$ cat src/rtl/axi_read_arbiter.sv
// Two-requester AXI-Lite read arbiter sharing one slave, round-robin, one transaction in flight.
// Optional read watchdog enabled by defining ARB_READ_TIMEOUT_EN.
module axi_read_arbiter #(
  parameter int DATA_WIDTH     = 32,
  parameter int ADDR_WIDTH     = 8,
  parameter int RESP_WIDTH     = 2,
  parameter int TIMEOUT_CYCLES = 16
) (
  input  logic                  axi_aclk,
  input  logic                  axi_areset,
  input  logic [ADDR_WIDTH-1:0] s0_axi_araddr,
  input  logic                  s0_axi_arvalid,
  output logic                  s0_axi_arready,
  output logic [DATA_WIDTH-1:0] s0_axi_rdata,
  output logic [RESP_WIDTH-1:0] s0_axi_rresp,
  output logic                  s0_axi_rvalid,
  input  logic                  s0_axi_rready,
  input  logic [ADDR_WIDTH-1:0] s1_axi_araddr,
  input  logic                  s1_axi_arvalid,
  output logic                  s1_axi_arready,
  output logic [DATA_WIDTH-1:0] s1_axi_rdata,
  output logic [RESP_WIDTH-1:0] s1_axi_rresp,
  output logic                  s1_axi_rvalid,
  input  logic                  s1_axi_rready,
  output logic [ADDR_WIDTH-1:0] m_axi_araddr,
  output logic                  m_axi_arvalid,
  input  logic                  m_axi_arready,
  input  logic [DATA_WIDTH-1:0] m_axi_rdata,
  input  logic [RESP_WIDTH-1:0] m_axi_rresp,
  input  logic                  m_axi_rvalid,
  output logic                  m_axi_rready
);

  typedef enum logic [1:0] {IDLE, ADDR, DATA} state_t;

  state_t                state;
  logic                  gnt, ptr, win, done, g_rready, r_valid;
  logic [ADDR_WIDTH-1:0] addr_q;
  logic [DATA_WIDTH-1:0] r_data;
  logic [RESP_WIDTH-1:0] r_resp;

`ifdef ARB_READ_TIMEOUT_EN
  localparam int CW = $clog2(TIMEOUT_CYCLES + 1);
  logic [CW-1:0] tcnt;
  logic          tout;
`else
  logic tout, unused_timeout;
  assign tout           = 1'b0;
  assign unused_timeout = (TIMEOUT_CYCLES > 0);
`endif

  // A lone requester wins outright; the pointer only breaks ties.
  assign win      = (s0_axi_arvalid && s1_axi_arvalid) ? ptr : s1_axi_arvalid;
  assign g_rready = gnt ? s1_axi_rready : s0_axi_rready;

  assign s0_axi_arready = (state == IDLE) && !axi_areset && s0_axi_arvalid && !win;
  assign s1_axi_arready = (state == IDLE) && !axi_areset && s1_axi_arvalid && win;
  assign m_axi_arvalid  = (state == ADDR);
  assign m_axi_araddr   = addr_q;

  always_comb begin
    r_valid      = 1'b0;
    r_data       = '0;
    r_resp       = '0;
    m_axi_rready = 1'b0;
    done         = 1'b0;
    if (state == DATA) begin
      if (tout) begin
        r_valid      = 1'b1;
        r_resp       = RESP_WIDTH'(2);
        m_axi_rready = 1'b1;
        done         = g_rready;
      end else begin
        r_valid      = m_axi_rvalid;
        r_data       = m_axi_rdata;
        r_resp       = m_axi_rresp;
        m_axi_rready = g_rready;
        done         = m_axi_rvalid && g_rready;
      end
    end
`ifdef ARB_READ_TIMEOUT_EN
    // Keep draining so a late response to an abandoned read cannot stick.
    else if (state == IDLE) m_axi_rready = 1'b1;
`endif
  end

  assign s0_axi_rvalid = r_valid && !gnt;
  assign s1_axi_rvalid = r_valid && gnt;
  assign s0_axi_rdata  = gnt ? '0 : r_data;
  assign s1_axi_rdata  = gnt ? r_data : '0;
  assign s0_axi_rresp  = gnt ? '0 : r_resp;
  assign s1_axi_rresp  = gnt ? r_resp : '0;

  always_ff @(posedge axi_aclk) begin
    if (axi_areset) begin
      state  <= IDLE;
      gnt    <= 1'b0;
      ptr    <= 1'b0;
      addr_q <= '0;
`ifdef ARB_READ_TIMEOUT_EN
      tcnt   <= '0;
      tout   <= 1'b0;
`endif
    end else begin
      case (state)
        IDLE: if (s0_axi_arvalid || s1_axi_arvalid) begin
          gnt    <= win;
          addr_q <= win ? s1_axi_araddr : s0_axi_araddr;
          state  <= ADDR;
        end
        ADDR: if (m_axi_arready) begin
          state <= DATA;
`ifdef ARB_READ_TIMEOUT_EN
          tcnt  <= '0;
          tout  <= 1'b0;
`endif
        end
        DATA: begin
          if (done) begin
            state <= IDLE;
            ptr   <= ~gnt;
          end
`ifdef ARB_READ_TIMEOUT_EN
          else if (!tout && !m_axi_rvalid) begin
            if (tcnt == CW'(TIMEOUT_CYCLES - 1)) tout <= 1'b1;
            else tcnt <= tcnt + CW'(1);
          end
`endif
        end
        default: state <= IDLE;
      endcase
    end
  end

endmodule

$ cat config.mk
export PLATFORM = sky130hd
export DESIGN_NAME = axi_read_arbiter
export DESIGN_NICKNAME = d
export VERILOG_FILES = /design/src/rtl/axi_read_arbiter.sv
export SDC_FILE = /design/constraint.sdc
export NUM_CORES = 1
export LEC_CHECK = 0
export CORE_UTILIZATION = 26
export DETAILED_ROUTE_END_ITERATION = 6
export GPL_ROUTABILITY_DRIVEN = 0
export HOLD_SLACK_MARGIN = 0.06
export PLACE_DENSITY_LB_ADDON = 0.2
export SYNTH_ARGS = -nofsm -noshare
export SYNTH_HDL_FRONTEND = slang
export SYNTH_SLANG_ARGS = --single-unit
$ cat constraint.sdc
create_clock -name axi_aclk -period 1.75 [get_ports axi_aclk]
set_clock_uncertainty 0.2 [all_clocks]
set_input_delay 0.4375 -clock axi_aclk [delete_from_list [all_inputs] [get_ports axi_aclk]]
set_output_delay 0.4375 -clock axi_aclk [all_outputs]
set_load 0.01 [all_outputs]
==> flow_summary.toml, run 1 <==
[hold_path]
min_from = "m_axi_araddr[0]"
min_path_cells = 2
hold_class = "flop to flop"
holdPathEnd = "m_axi_araddr[0]"

[route]
remaining_drc_errors = 0
via_per_inst = 5.01
vias = 1904
dr.pass1.iters = 4
drt_iter0_drc = 65
wl_per_cell_um = 16.4
drt_wl_total_um = 6250
final_antenna_net_count = 0

[final_layout]
fill_cells = 339
final_core_util_pct = 72.6
fin_cells = 380
nNetsFinal = 389
seq_area_sq_um = 250
antenna_cells = 0
multi_input_area_sq_um = 947
drive_above_1_share_pct = 48.2
areaGrowthSynthToFinish_pct = 166
final_cell_mix = "buf_2, clkdlybuf4s50_1, buf_6, buf_4"

[global_routing]
grt_max_degree = 29
grt_pass1_vias = 1681
antenna_found_initial = 0
grtUsageMet1_pct = 27.3
grt_use_met3_pct = 7.26
grt-busiest-layer = "met2"
grt_use_total_pct = 24.6
gr-total-overflow = 0
grt_pass1_wl_um = 8450
grtUsageMet2_pct = 44.9

[sta]
slew_violations = 0
fin_crit_sh_pct = 116
setup_slack_ps = -277
max-slew-margin-rel_pct = 64.9
final_hold_viol_count = 0
max_freq_ghz = 0.493
worstMarginPinSlew_ps = 524
rsz0062_at_grt = "true"
final-setup-viol-count = 74
period_needed_ps = 2030

[floorplanning]
die_area_sq_mm = 0.00453
initial_core_util_pct = 27.4
std_cell_rows = 23
num_io_pins = 140
die_x_um = 67.3
core_area_sq_mm = 0.00406
die_y_um = 67.3

[setup_path]
worstSetupPathType = "flop to primary output"
slowest_delay_ps = 360
cp_num_buf_inv = 3
crit-reg2reg-launch = "state[1]"
worstPathCellList = "nor2b_4 > buf_6 > clkbuf_16 > and3_1 > buf_2"
required_ps = 1110
end_kind = "primary output"
cp.arrival_ps = 1390
r2r_end = "ptr"
worst-r2r-setup-slack_ps = 100
ff2ff_path_depth = 6
cp_max_fo = 9
slowest_stage = "dfxtp_4"
crit_family = "buffers and inverters"
cp-startpoint = "state[1]"
start_kind = "flop"

[cts]
cts_buffers = 3
path_clk_slew_ps = 60
h-tree-depth = 1
cts_root_buffer = "clkbuf_8"
clock-sinks = 12
clk_path_buf_depth = 2
tritoncts = "done"
clk-insertion-delay-late_ps = 240

[pwr]
power_density_mw_per_mm2 = 407
power.leakage_nw = 1.53
ir_drop_mv = 0.384

[synthesis]
synth_seq_cells = 12
ys_seq_area_share_pct = 21.6
synth_cells = 161
synth_area_per_cell_sq_um = 6.89
synth_flop_cell = "dfxtp_1"
synthArstFlopShare_pct = 0
synth_edf_count = 0
syn_area_sq_mm = 0.00111
yosysUniqueCellTypes = 25
syn_nets = 219
synth_warnings = 0

[outcome]
outcome = "finished with violations"
violations = "negative setup slack"

[flow_run]
maxCapViolCount = 0

[place]
hpwl_um = 4080
port_buffers = 139
placed_cells = 354
[cells by family (layout without fill, tap and decap cells)]
group           Yosys count  after routing  share of synthesized area, %
flops                    12             12                          21.6
compound gates           31             31                          18.2
buf+inv                  20            189                          7.21
simple gates             97             97                          52.1
mux                       1              1                         0.902
[flip-flops by register name, summed over array words and instances, names as in the netlist]
signal	count
gnt	1
m_axi_araddr	8
ptr	1
state	2
[cell usage after synthesis (2+ instances only)]
library cell   n  area share (%)
nand2b_1       2             1.1
nor3_1         3             1.4
buf_2          4             1.8
o21ai_0        8             3.6
nand3_1        9             4.1
nor2_1         4             1.4
and3_1        35              20
and2_1        34              19
dfxtp_1       12              22
inv_1          4             1.4
nand2_1        3             1.0
nor2b_1        3             1.7
a21oi_1       10             4.5
clkbuf_1      12             4.1
a311oi_1       8             6.3
[layout make-up]
type / count / share of cell area, %
tap: 50 / 2.12
timing repair buffer: 181 / 54.9
inverter: 4 / 0.510
multi-input combinational: 129 / 32.1
clock buffer: 4 / 1.87
sequential: 12 / 8.49
[worst max path at each step]
| stage | endpoint | cells after the start |
|---|---|---|
| floorplan | s1_axi_rdata[10] | 4 |
| global placement | s0_axi_arready | 5 |
| detailed placement | s0_axi_arready | 5 |
| CTS | s0_axi_rdata[31] | 6 |
| global route | s0_axi_rdata[11] | 6 |
| finish | s1_axi_rdata[29] | 5 |
[layer usage]
layer | vias up | wire length, um | share of wire (%)
met5 | - | 0 | 0
met4 | 0 | 53 | 0.85
met3 | 8 | 556 | 8.9
met2 | 102 | 3300 | 53
met1 | 887 | 2350 | 38
li1 | 907 | - | -
[repair_timing]
| action | in CTS | in global routing |
|---|---|---|
| pin swaps | 12 | 3 |
| resized for setup | 334 | 63 |
| cloned | 4 | 3 |
| buffers inserted | 15 | 4 |
| endpoints found under the setup margin | 89 | 83 |
| hold endpoints to repair | 0 | 0 |
| hold buffers | 0 | 0 |
[worst register-to-register path, stage by stage (launching register included)]
cell and delay (ps):
dfxtp_4 360, nor2b_4 210, buf_6 130, clkbuf_16 140, buf_4 110, a31oi_1 100, a2111oi_2 280
[power by group]
part           leakage (nW)  switching, mW  internal, mW
registers             0.101         0.0208         0.303
logic                  1.40          0.238         0.337
clock network        0.0288          0.103         0.199
total                  1.53          0.362         0.838
[metrics by stage]
| stage | setup slack, ps | instance area (sq um) | TNS (ps) | total power, mW | hold slack (ps) |
|---|---|---|---|---|---|
| 2_1_floorplan | -2.21 | 1120 | -44.2 | 0.495 | 269 |
| 3_3_place_gp | -673 | 2680 | -38990 | 0.811 | 306 |
| 3_5_place_dp | -698 | 2680 | -40010 | 0.818 | 310 |
| 4_1_cts | -288 | 2710 | -15710 | 1.15 | 314 |
| 5_1_grt | -316 | 2950 | -19370 | 1.26 | 325 |
| 6_report | -277 | 2950 | -15770 | 1.20 | 310 |
(Power assumes the default switching activity.)
==> inputs of run 2 (changes only) <==
--- a/config.mk
+++ b/config.mk
@@ -5,6 +5,7 @@
 export SDC_FILE = /design/constraint.sdc
 export NUM_CORES = 1
 export LEC_CHECK = 0
+export ABC_AREA = 0
 export CORE_UTILIZATION = 26
 export DETAILED_ROUTE_END_ITERATION = 6
 export GPL_ROUTABILITY_DRIVEN = 0
==> results of run 2 <==
Final layout, timing and power as in run 1 (identical DEF).
==> inputs of run 3 (changes only) <==
--- a/config.mk
+++ b/config.mk
@@ -11,6 +11,7 @@
 export GPL_ROUTABILITY_DRIVEN = 0
 export HOLD_SLACK_MARGIN = 0.06
 export PLACE_DENSITY_LB_ADDON = 0.2
+export SETUP_SLACK_MARGIN = 0.05
 export SYNTH_ARGS = -nofsm -noshare
 export SYNTH_HDL_FRONTEND = slang
 export SYNTH_SLANG_ARGS = --single-unit
==> constraint.sdc (replaced) <==
create_clock -name axi_aclk -period 1.9 [get_ports axi_aclk]
set_clock_uncertainty 0.2 [all_clocks]
set_input_delay 0.475 -clock axi_aclk [delete_from_list [all_inputs] [get_ports axi_aclk]]
set_output_delay 0.475 -clock axi_aclk [all_outputs]
set_load 0.01 [all_outputs]
==> run 3 against run 2 <==
The flow still finishes with violations (negative setup slack); clock power down 7.9%; first-iteration DRC count shrank 37%; non-clock buffer count is 4 higher; via count fell by 2.5%; global-route usage decreased by 0.47 points; critical path type unchanged; largest cell class unchanged.
==> flow_summary.toml, run 3 (same netlist as run 1, synthesis figures left out) <==
[final_layout]
final_core_util_pct = 73.5
final_cell_mix = "clkdlybuf4s50_1, buf_2, buf_6, buf_4"
final_common_cell = "clkdlybuf4s50_1"
fin_area_sq_mm = 0.00298
largest_register_ffs = 8
fin_cells = 384
antenna_cells = 0
nNetsFinal = 393
areaGrowthSynthToFinish_pct = 169
drive_above_1_share_pct = 49.1
fill_cells = 334

[setup_path]
cp_num_buf_inv = 4
r2r_end = "m_axi_araddr[7]"
end_kind = "primary output"
cpMostUsedCell = "buf_12"
crit_family = "buffers and inverters"
slowest_delay_ps = 330
worstSetupPathType = "flop to primary output"
crit-reg2reg-launch = "state[0]"
ff2ff_path_depth = 5
cp.arrival_ps = 1400
required_ps = 1220
cp-startpoint = "state[1]"
worst-r2r-setup-slack_ps = 210
cp_max_fo = 9
worstPathCellList = "nor2b_4 > buf_12 > buf_12 > buf_16 > and3_4 > buf_6"
critical_path_cell_count = 6
start_kind = "flop"
slowest_stage = "dfxtp_2"
crit_path_end = "s1_axi_rdata[1]"

[sta]
fin_crit_sh_pct = 109
slew_violations = 0
period_needed_ps = 2070
tns_ps = -6170
final_hold_viol_count = 0
setup_slack_ps = -171
final-setup-viol-count = 71
max_freq_ghz = 0.483
holdWs_ps = 310
max-slew-margin-rel_pct = 66.4
worstMarginPinSlew_ps = 501
rsz0062_at_grt = "true"

[pwr]
power.leakage_nw = 1.51
p_total_mw = 1.13
ir_drop_mv = 0.342
power_density_mw_per_mm2 = 378

[cts]
clk-insertion-delay-late_ps = 240
clk_path_buf_depth = 2
cts_root_buffer = "clkbuf_8"
cts_buffers = 3
tritoncts = "done"
path_clk_slew_ps = 50
h-tree-depth = 1
clock-sinks = 12

[route]
drt_iter0_drc = 41
wl_per_cell_um = 15.4
drt_wl_total_um = 5910
via_per_inst = 4.83
remaining_drc_errors = 0
final_antenna_net_count = 0
vias = 1856
dr.pass1.iters = 4

[floorplanning]
std_cell_rows = 23
die_x_um = 67.3
die_area_sq_mm = 0.00453
initial_core_util_pct = 27.4
num_io_pins = 140
die_y_um = 67.3
core_area_sq_mm = 0.00406

[place]
hpwl_um = 4020
placed_cells = 356
place_area_sq_mm = 0.00268
dp_slack_ps = -626
port_buffers = 139

[global_routing]
grt_pass1_vias = 1688
grt_max_degree = 24
gr-total-overflow = 0
grt_pass1_wl_um = 8240
antenna_found_initial = 0
grt_use_total_pct = 24.1

[hold_path]
hold_class = "flop to flop"

[flow_run]
maxCapViolCount = 0

[outcome]
violations = "negative setup slack"
outcome = "finished with violations"
## run 3: cell count changes in the layout (fill, tap and decap cells not counted), sizes merged
cell,previous run,this run
buf,113,121
dlymetal6s2s,1,0
dlygate4sd2,12,4
clkdlybuf4s50,51,59
clkbuf,7,4
## run 3: worst min-delay path, cell delays in order (launching register included)
cell and delay, ps:
dfxtp_1 300, a21oi_1 110, a311oi_1 50
## run 3: worst min path at each step
| stage | startpoint | end | depth (start not counted) |
|---|---|---|---|
| CTS | m_axi_araddr[3] | m_axi_araddr[3] | 2 |
| global placement | m_axi_araddr[3] | m_axi_araddr[3] | 2 |
| detailed placement | m_axi_araddr[3] | m_axi_araddr[3] | 2 |
| global route | m_axi_araddr[0] | m_axi_araddr[0] | 2 |
| floorplan | ptr | ptr | 2 |
| finish | m_axi_araddr[3] | m_axi_araddr[3] | 2 |
## run 3: what timing repair did
action	CTS	global route
gates cloned	5	0
setup endpoints to repair	82	74
buffers inserted	18	6
pin swaps	22	4
resized for setup	364	30
hold buffers	0	0
endpoints found under the hold margin	0	0
## run 3: layer usage
layer	global-route usage, %	wire, um	up-vias
li1	-	-	926
met1	24.6	2210	834
met2	46.5	3070	88
met3	6.76	546	8
met4	7.71	85	0
met5	0	0	-
## run 3: final cells by class
class	count	area [sq um]	share of cell area (%)
repair buffers	185	1650	55.4
well taps	50	62.6	2.10
flip-flops and latches	12	250	8.40
clock buffers	4	55.1	1.85
multi-input cells	129	946	31.7
inverters	4	15.0	0.504
## run 3: power by group
group          internal, mW  switching [mW]
sequential            0.279          0.0183
clock                 0.183          0.0949
combinational         0.333           0.217
total                 0.796           0.330
